`src/rtl/fa_share_ctrl.sv`:
```
// rtl/fa_share_ctrl.sv - two-requester arbiter driving one shared full-adder slice bit-serially
module fa_share_ctrl #(
    parameter int WIDTH = 8
) (
    input  logic             clk,
    input  logic             rst,
    input  logic             req0,
    input  logic [WIDTH-1:0] a0,
    input  logic [WIDTH-1:0] b0,
    input  logic             req1,
    input  logic [WIDTH-1:0] a1,
    input  logic [WIDTH-1:0] b1,
    output logic             gnt0,
    output logic             gnt1,
    output logic             busy,
    output logic [WIDTH-1:0] sum,
    output logic             co,
    output logic             done,
    output logic             done_id
);
    localparam int CW = $clog2(WIDTH);

    typedef enum logic [1:0] {IDLE, ADD, DONE} state_t;

    state_t           state, state_nxt;
    logic [WIDTH-1:0] a_sh, b_sh, res_sh;
    logic             carry;
    logic [CW-1:0]    cnt;
    logic             sel_id, last_id;

    logic             any_req, pick_id, last_bit, s_bit, c_nxt;
    logic             gnt0_nxt, gnt1_nxt, busy_nxt, done_nxt;

    // Round-robin only matters on contention; a lone requester always wins.
    assign any_req  = req0 | req1;
    assign pick_id  = (req0 & req1) ? ~last_id : req1;
    assign last_bit = (cnt == CW'(WIDTH - 1));
    assign s_bit    = a_sh[0] ^ b_sh[0] ^ carry;
    assign c_nxt    = (a_sh[0] & b_sh[0]) | ((a_sh[0] ^ b_sh[0]) & carry);

    always_ff @(posedge clk or posedge rst) begin
        if (rst) state <= IDLE;
        else     state <= state_nxt;
    end

    always_comb begin
        state_nxt = state;
        case (state)
            IDLE:    if (any_req) state_nxt = ADD;
            ADD:     if (last_bit) state_nxt = DONE;
            DONE:    state_nxt = IDLE;
            default: state_nxt = IDLE;
        endcase
    end

    always_comb begin
        gnt0_nxt = 1'b0;
        gnt1_nxt = 1'b0;
        done_nxt = 1'b0;
        busy_nxt = (state_nxt != IDLE);
        if (state == IDLE && any_req) begin
            gnt0_nxt = ~pick_id;
            gnt1_nxt = pick_id;
        end
        if (state == ADD && last_bit) done_nxt = 1'b1;
    end

    // Outputs are registered from the decoded next values; datapath advances alongside.
    always_ff @(posedge clk or posedge rst) begin
        if (rst) begin
            gnt0    <= 1'b0;
            gnt1    <= 1'b0;
            busy    <= 1'b0;
            done    <= 1'b0;
            sum     <= '0;
            co      <= 1'b0;
            done_id <= 1'b0;
            a_sh    <= '0;
            b_sh    <= '0;
            res_sh  <= '0;
            carry   <= 1'b0;
            cnt     <= '0;
            sel_id  <= 1'b0;
            last_id <= 1'b1;
        end else begin
            gnt0 <= gnt0_nxt;
            gnt1 <= gnt1_nxt;
            busy <= busy_nxt;
            done <= done_nxt;
            case (state)
                IDLE: begin
                    if (any_req) begin
                        a_sh    <= pick_id ? a1 : a0;
                        b_sh    <= pick_id ? b1 : b0;
                        res_sh  <= '0;
                        carry   <= 1'b0;
                        cnt     <= '0;
                        sel_id  <= pick_id;
                        last_id <= pick_id;
                    end
                end
                ADD: begin
                    a_sh   <= {1'b0, a_sh[WIDTH-1:1]};
                    b_sh   <= {1'b0, b_sh[WIDTH-1:1]};
                    res_sh <= {s_bit, res_sh[WIDTH-1:1]};
                    carry  <= c_nxt;
                    cnt    <= cnt + 1'b1;
                    if (last_bit) begin
                        sum     <= {s_bit, res_sh[WIDTH-1:1]};
                        co      <= c_nxt;
                        done_id <= sel_id;
                    end
                end
                default: ;
            endcase
        end
    end
endmodule

```
`config.mk`:
```
export PLATFORM = sky130hd
export DESIGN_NAME = fa_share_ctrl
export DESIGN_NICKNAME = d
export VERILOG_FILES = /design/src/rtl/fa_share_ctrl.sv
export SDC_FILE = /design/constraint.sdc
export NUM_CORES = 1
export LEC_CHECK = 0
export CAP_MARGIN = 20
export CORE_ASPECT_RATIO = 1.2
export CORE_UTILIZATION = 27
export CTS_CLUSTER_DIAMETER = 120
export DETAILED_ROUTE_END_ITERATION = 8
export GPL_TIMING_DRIVEN = 0
export MAX_ROUTING_LAYER = met4
export SLEW_MARGIN = 20
export SYNTH_ARGS = -nofsm -noshare
export SYNTH_HDL_FRONTEND = slang
export SYNTH_SLANG_ARGS = --single-unit
```
`constraint.sdc`:
```
create_clock -name clk -period 1.7 [get_ports clk]
set_clock_uncertainty 0.2 [all_clocks]
set_input_delay 0.17 -clock clk [delete_from_list [all_inputs] [get_ports clk]]
set_output_delay 0.17 -clock clk [all_outputs]
set_load 0.01 [all_outputs]
```
Word-level counts from Yosys, hierarchy flattened
Cells that the tools add are included.

Add/subtract/negate cells: 1. Equal/unequal tests: 3. Muxes and demuxes: 19. Bitwise gates (word level): 9. Reductions and logical operators: 8.

Operators with widths (number): $pmux 8 s2 (3); $mux 8 (5); $pmux 3 s2 (1); $reduce_and 2->1 (3); $mux 1 (5); $mux 2 (2); $pmux 2 s2 (1); $reduce_bool 2->1 (2); $add 3x1->3 const B (1); $and 1x1->1 (3); $eq 3x3->1 const B (1); $mux 3 (1); $eq 2x1->1 const B (1); $logic_and 1x1->1 (2); $logic_not 2->1 (1); $ne 2x2->1 const B (1); $not 1->1 (2); $or 1x1->1 (2); $pmux 1 s2 (1); $xor 1x1->1 (2).

Flip-flop bits (word level): 46. Output and inout port bits: 14. Logic and storage cells: 55.

Depth between registers and ports, before layout
Gate-level depths: netlist (run 1).

Word-level depth: 5. Gate-level depth with buffers: 6. Mapped depth without buffers: 5.

Least setup slack after synthesis (run 1)
Ideal clock, no wire load.

Path kind: reg2reg. Start point: register cnt[0]. End point: register done_id. Library setup time: 0.125 ns. Arrival time: 1.411 ns. Data required time: 1.375 ns. Setup slack: -0.035 ns. Stages on the path, launching flop included: 6. Buffers on the path: 1. Period minus slack after synthesis: 1.735 ns. Cell sequence: dfrtp_1 > ha_1 > ha_1 > nand3b_2 > buf_2 > mux2_2.

Word-level cells in the longest chain between the ends: 2.

Ends and longest elaborated chain: start: declaration (line 28) `logic [CW-1:0] cnt;`; start signal: assignment (line 107) `cnt <= cnt + 1'b1;`; $eq 3x3->1 (line 37) `assign last_bit = (cnt == CW'(WIDTH - 1));`; $reduce_and 2->1 (no line); end signal: assignment (line 111) `done_id <= sel_id;`; end: declaration (line 19) `output logic done_id`.

No other way between the ends. A chain may end at the register's enable or synchronous reset.

Final worst setup path (run 1)
Start point: register cnt[0]. End point: register sum[1].

Word-level cells in the longest chain between the ends: 2.

Ends and longest elaborated chain: $eq 3x3->1 (line 37); $reduce_and 2->1 (no line); end signal: assignment (line 109) `sum <= {s_bit, res_sh[WIDTH-1:1]};`; end: declaration (line 16) `output logic [WIDTH-1:0] sum,`.

No other way between the ends.

==> key figures, run 1 <==
Cells and area
  – Share of layout cells above drive strength 1: 17.4%
  – Final net count: 268
  – Ant. Diodes: 0
  – Fillers: 693
  – P&R area growth vs syn: 44.4%

Drt
  – Vias: 1,588
  – WL per Instance: 15.0 um
  – WL final: around 4.8 mm
  – Drt pass-1 iters: 4
  – Final ANT Viol Nets: 0
  – 1st-iter DRT viols: 83
  – Avg Vias per Cell: 5.01
  – DRC errors left: 0

Global routing
  – Number of global-route vias before repair: 1,554
  – Pin count of the biggest net entering global routing: 28
  – Initial antenna violation count: 0
  – GRT overflow: 0
  – Total track usage: 13.8%
  – Global-route wire length before repair: between 7 and 8 mm

Synthesis
  – Syn Area/Cell: 11.7 um2
  – Top cell type by total area after synthesis: dfrtp_1
  – Area contributors post-synth: dfrtp_1 57%, nand3_1 6.8%, a32oi_1 6.4%, mux2_2 4.7%, o21ai_0 4.2%
  – Count leader, synth: dfrtp_1
  – Ys Warns: 0
  – Synth cell count leaders: 44 x dfrtp_1, 26 x nand3_1, 16 x o21ai_0
  – Syn nets: a little over 200
  – Asr flop ratio synth: 100%
  – EDFF count, synth: 0
  – Synth unique cells: 28
  – Synthesized instance count: 164
  – Area share of the largest cell type after synthesis: between 50% and 60%
  – Sequential share of the synthesized area: 58.5%
  – Most used DFF post-synth: dfrtp_1
  – Cell Area, Synth: 0.00193 mm2
  – Flops & latches, synth: 45

Clock network
  – CTS Root Cell: clkbuf_8
  – Inserted Clock Buffers: 5
  – Clock transition at the registers of the reported paths: 0.08 ns
  – CTS Sinks: 45
  – Clock buffer depth: 2
  – H-tree levels: 2
  – TritonCTS clock tree: yes
  – Later-pin clock latency in the skew report: 0.29 ns

Power
  – Leakage: 1.22 nW
  – Switch share: 33.3%
  – Pwr per Cell Area: 1570 mW/mm2
  – Reg power frac: between 40% and 50%
  – Clk network pwr share: 19.1%
  – Final Power: 0.00436 W
  – Gate power share: 39.9%
  – Psw: 0.00145 W
  – Maximum vdd drop: 0.542 mV
  – Power Internal: around 0.0029 W

Critical path
  – Largest fanout on the critical path: 6
  – CP max stage delay: between 0.3 and 0.4 ns
  – Cell breakdown of the critical path: ha_1 > ha_2 > nand3b_4 > buf_8 > mux2_2
  – CP startpoint kind: register
  – Critical path class: register to register
  – Worst Setup End Kind: register
  – Crit path max-delay family: adder cells
  – CP Buf/Inv Count: 1
  – Worst EP required: between 1.5 and 2 ns
  – Slowest-stage cell, CP: dfrtp_1
  – Critical Path AT: 1.64 ns

Die
  – Die area: 0.00748 mm2
  – Initial Util: 28.1%
  – Ports: 50
  – Floorplan row count: 33
  – Core ar.: 0.00685 mm2
  – Die H: 94.5 um
  – Die W: 79.1 um

STA
  – Worst slew pin tran: 0.442 ns
  – Final Cycle Share: a little over nine tenths
  – Setup violators final: 0
  – RSZ-0062 raised after global routing: yes
  – Hold slack: 0.239 ns
  – Setup ws final: 0.0373 ns
  – Slew Limit Fails: 0
  – Minimum clock period: 1.66 ns
  – Relative slew slack: ~71%
  – Fmax: 601 MHz
  – Final hold vios: 0

Placed design
  – Pre-CTS setup slack: -0.329 ns
  – HPWL Detailed: ~3.3 mm
  – Port Buffers: 49
  – RePlAce Congestion: roughly 0.8

Hold path
  – HP Class: input pin to register

Outcome
  – Outcome: finished clean

Run
  – Max cap viols: 0
## repair_timing
item,CTS,global route
setup endpoints to repair,18,20
gates resized for setup,8,4
pin swaps,1,1
hold endpoints to repair,18,0
buffers inserted,4,3
hold buffers,1,0
## final timing paths
kind / start / to / slack (ns) / cells past startpoint
hold reg to reg: co / co / 0.29 / 2
setup / recovery: cnt[0] / sum[1] / 0.04 / 5
min in group asynchronous: rst / cnt[2] / 0.55 / 3
setup reg to reg: cnt[0] / sum[1] / 0.04 / 5
hold / removal: b1[5] / b_sh[5] / 0.24 / 3
max in group asynchronous: rst / last_id / 0.19 / 4
## worst register-to-register path, cell delays in order (launching register included)
cell,delay [ns]
dfrtp_1,0.39
ha_1,0.21
ha_2,0.19
nand3b_4,0.10
buf_8,0.13
mux2_2,0.33
## kinds of logic (layout without fill, tap and decap cells)
| logic type | count (synthesis) | in the layout | synth area share, % |
|---|---|---|---|
| AOI/OAI and AO/OA | 46 | 46 | 17.3 |
| adders and majority gates | 3 | 3 | 2.34 |
| buffers and inverters | 18 | 84 | 3.96 |
| DFF | 45 | 45 | 58.5 |
| muxes | 8 | 8 | 4.68 |
| and+or+nand+nor | 44 | 44 | 13.2 |
## cell type report
| class | instances | area (um2) | area share [%] |
|---|---|---|---|
| flip-flops and latches | 45 | 1130 | 40.6 |
| multi-input cells | 101 | 749 | 26.9 |
| repair buffers | 58 | 586 | 21.1 |
| well taps | 87 | 109 | 3.91 |
| clock buffers | 7 | 86.3 | 3.10 |
| plain buffers | 11 | 66.3 | 2.38 |
| clock inverters | 1 | 30.0 | 1.08 |
| inverters | 7 | 26.3 | 0.945 |
## flip-flops by register name, summed over array words and instances (netlist names)
signal   cells
a_sh         8
b_sh         8
sum          8
res_sh       7
cnt          3
state        2
busy         1
carry        1
co           1
done         1
done_id      1
gnt0         1
gnt1         1
last_id      1
sel_id       1
## metrics by stage
| step | cells | setup TNS (ns) | util (%) | instance area (um2) |
|---|---|---|---|---|
| detailed placement | 301 | -6.57 | 37.2 | 2550 |
| finish | 317 | 0 | 40.6 | 2780 |
| global route | 317 | -0.0339 | 40.6 | 2780 |
| CTS | 314 | 0 | 40.1 | 2750 |
| floorplan | 164 | 0 | - | 1930 |
| global placement | 300 | -34.13 | 36.9 | 2530 |
## routing by layer
layer / GRT usage, % / share of wire, % / vias to the layer above / wire [um]
met5: - / 0 / - / 0
met4: 3.48 / 0.48 / 0 / 23
met3: 2.71 / 3.8 / 4 / 183
met2: 22.9 / 49 / 50 / 2350
met1: 17.2 / 46 / 791 / 2200
li1: - / - / 743 / -
## power by group through the flow
stage	Clock [W]	Sequential, W	Combinational, W
after global placement	0	0.00178	0.00156
after CTS	0.000861	0.00179	0.00170
after floorplan	0	0.00177	0.000983
after detailed placement	0	0.00179	0.00161
final	0.000833	0.00178	0.00174
after global routing	0.000888	0.00183	0.00194
## layout by cell type, fill, tap and decap left out, drive strengths merged, types with 3 or more instances in the layout
cell | Yosys | layout
o21ai | 16 | 16
inv | 7 | 7
dfrtp | 44 | 44
clkdlybuf4s50 | 0 | 49
nor2 | 3 | 3
a22o | 8 | 8
nand3 | 26 | 26
buf | 7 | 14
clkbuf | 4 | 12
mux2 | 8 | 8
a32oi | 14 | 14
nand2 | 3 | 3
Note: power is estimated with default switching activity, not from simulation.
==> run 2: changes to the inputs <==
- RECOVER_POWER: not set -> 100
==> run 2 against run 1 <==
Clock power about the same. Count of clock-buffer cells in the layout unchanged. Sequential power about the same. Total power down 1.1%. Hold slack about the same. Largest power group unchanged. Register-to-register slack about the same.
==> key figures, run 2 (same netlist as run 1, synthesis figures left out) <==
STA
  – Final Cycle Share: 97.8% (about the same)
  – Slew Limit Fails: 0 (unchanged)
  – RSZ-0062 raised after global routing: yes (unchanged)
  – Minimum clock period: 1.66 ns (about the same)
  – Fmax: 601 MHz (about the same)
  – Worst slew pin tran: 0.442 ns (about the same)
  – Hold slack: 0.239 ns (about the same)
  – Relative slew slack: 70.5% (was 70.6%)
  – Final hold vios: 0 (unchanged)
  – Setup violators final: 0 (unchanged)

Run
  – Max cap viols: 0 (unchanged)

Critical path
  – RR Endpoint: sum[1] (unchanged)
  – Worst Setup End Kind: register (unchanged)
  – Worst R2R Path Depth: 5 (unchanged)
  – CP startpoint kind: register (unchanged)
  – Critical Path AT: 1.64 ns (about the same)
  – Worst EP required: 1.68 ns (about the same)
  – Reg2reg setup slack: 0.04 ns (about the same)
  – Worst r2r src: cnt[0] (unchanged)
  – Largest fanout on the critical path: 6 (unchanged)
  – Critical path class: register to register (unchanged)

Die
  – Die H: 94.5 um (unchanged)
  – Floorplan row count: 33 (unchanged)
  – Die W: 79.1 um (unchanged)
  – Initial Util: 28.1% (unchanged)
  – Core ar.: 0.00685 mm2 (unchanged)
  – Die area: 0.00748 mm2 (unchanged)
  – Ports: 50 (unchanged)

Power
  – Pwr per Cell Area: 1550 mW/mm2 (was 1570 mW/mm2)
  – Gate power share: 39.3% (was 39.9%)
  – Switch share: 33.6% (was 33.3%)
  – Reg power frac: 41.3% (was 41.0%)
  – Maximum vdd drop: 0.515 mV (was 0.542 mV)
  – Clk network pwr share: 19.4% (was 19.1%)
  – Leakage: 1.24 nW (was 1.22 nW)
  – Psw: 0.00145 W (about the same)
  – Power Internal: 0.00286 W (was 0.00290 W)
  – Final Power: 0.00431 W (was 0.00436 W)

Cells and area
  – Ant. Diodes: 0 (unchanged)
  – Post-route insts no fill: 317 (unchanged)
  – Fin area: 0.00277 mm2 (was 0.00278 mm2)
  – Final core area utilization: 40.5% (was 40.6%)
  – Largest registers: a_sh: 8 flops, b_sh: 8 flops, sum: 8 flops (unchanged)
  – P&R area growth vs syn: 43.9% (was 44.4%)
  – Fillers: 694 (was 693)
  – Final net count: 268 (unchanged)
  – Share of layout cells above drive strength 1: 17.4% (unchanged)
  – Most frequent cells in the layout: 43 x dfrtp_1, 36 x clkdlybuf4s50_1, 26 x nand3_1, 16 x o21ai_0 (was 49 x clkdlybuf4s50_1, 43 x dfrtp_1, 26 x nand3_1, 16 x o21ai_0, 14 x a32oi_1)
  – Most common cell after layout, fill and taps aside: dfrtp_1 (was clkdlybuf4s50_1)

Hold path
  – HP Class: input pin to register (unchanged)
  – Hold Path Depth: 3 (unchanged)
  – Hold Path Origin: b1[5] (unchanged)
  – Hold Path End: b_sh[5] (unchanged)

Clock network
  – CTS Root Cell: clkbuf_8 (unchanged)
  – TritonCTS clock tree: yes (unchanged)
  – Later-pin clock latency in the skew report: 0.29 ns (about the same)
  – Clock buffer depth: 2 (unchanged)
  – H-tree levels: 2 (unchanged)
  – Inserted Clock Buffers: 5 (unchanged)
  – CTS Sinks: 45 (unchanged)
  – Clock transition at the registers of the reported paths: 0.08 ns (about the same)

Placed design
  – Post-Place Cells: 301 (unchanged)
  – HPWL Detailed: 3.29 mm (unchanged)
  – DP Area: 0.00255 mm2 (unchanged)
  – Port Buffers: 49 (unchanged)
  – RePlAce Congestion: 0.800 (unchanged)

Drt
  – 1st-iter DRT viols: 83 (unchanged)
  – WL per Instance: 15.0 um (about the same)
  – WL final: 4.76 mm (about the same)
  – Vias: 1,589 (was 1,588)
  – Final ANT Viol Nets: 0 (unchanged)
  – Avg Vias per Cell: 5.01 (about the same)
  – DRC errors left: 0 (unchanged)
  – Drt pass-1 iters: 4 (unchanged)

Global routing
  – Pin count of the biggest net entering global routing: 28 (unchanged)
  – Initial antenna violation count: 0 (unchanged)
  – Total track usage: 13.8% (unchanged)
  – GRT overflow: 0 (unchanged)
  – Number of global-route vias before repair: 1,554 (unchanged)
  – Global-route wire length before repair: 7.71 mm (unchanged)

Outcome
  – Outcome: finished clean (unchanged)
==> run 2: changes by cell type in the layout (fill, tap and decap cells not counted) <==
cell / change
clkbuf_2: +1
buf_6: +1
buf_2: -1
dlygate4sd3_1: +13
clkdlybuf4s50_1: -13
buf_12: -1
==> run 2: cell type report <==
| cell class | instances | area (um2) | area share, % |
|---|---|---|---|
| Buffer | 11 | 66.3 | 2.39 |
| Clock buffer | 7 | 86.3 | 3.11 |
| Timing Repair Buffer | 58 | 577 | 20.8 |
| Sequential cell | 45 | 1130 | 40.7 |
| Tap cell | 87 | 109 | 3.93 |
| Multi-Input combinational cell | 101 | 749 | 27.0 |
| Inverter | 7 | 26.3 | 0.948 |
| Clock inverter | 1 | 30.0 | 1.08 |
==> run 2: critical path, stage by stage, from the launching register on <==
cell and delay (ns):
dfrtp_1 0.39, ha_1 0.21, ha_2 0.19, nand3b_4 0.10
buf_8 0.13, mux2_2 0.33
==> run 2: how the worst max path moves through the flow <==
| stage | startpoint | end | slack (ns) | cells past startpoint |
|---|---|---|---|---|
| after floorplan | cnt[0] | done_id | 0.006 | 5 |
| after global placement | rst | b_sh[4] | -0.64 | 2 |
| after detailed placement | req1 | b_sh[1] | -0.33 | 5 |
| after CTS | cnt[0] | sum[1] | 0.02 | 5 |
| after global routing | cnt[0] | done_id | -0.01 | 5 |
| final | cnt[0] | sum[1] | 0.04 | 5 |
==> run 2: what timing repair did <==
item / in CTS / in global routing
pin swaps: 1 / 1
setup endpoints to repair: 18 / 20
hold buffers: 1 / 0
setup buffers: 4 / 3
hold endpoints to repair: 18 / 0
gates resized for setup: 8 / 4
==> run 2: metal layers <==
layer,global-route usage (%),vias to the layer above,wire length [um]
met5,-,-,0
met4,3.48,0,27
met3,2.71,5,183
met2,22.9,50,2350
met1,17.2,790,2200
li1,-,744,-
==> run 2: stage by stage <==
stage               worst slack [ns]  setup TNS (ns)
detailed placement            -0.329           -6.57
CTS                           0.0180               0
global route                 -0.0131         -0.0339
global placement              -0.641          -34.13
finish                        0.0374               0
floorplan                    0.00610               0
==> run 2: power by group through the flow <==
stage / sequential [W] / combinational [W] / clock (W)
floorplan: 0.00177 / 0.000983 / 0
global placement: 0.00178 / 0.00156 / 0
detailed placement: 0.00179 / 0.00161 / 0
CTS: 0.00179 / 0.00170 / 0.000861
global route: 0.00183 / 0.00189 / 0.000888
finish: 0.00178 / 0.00169 / 0.000834
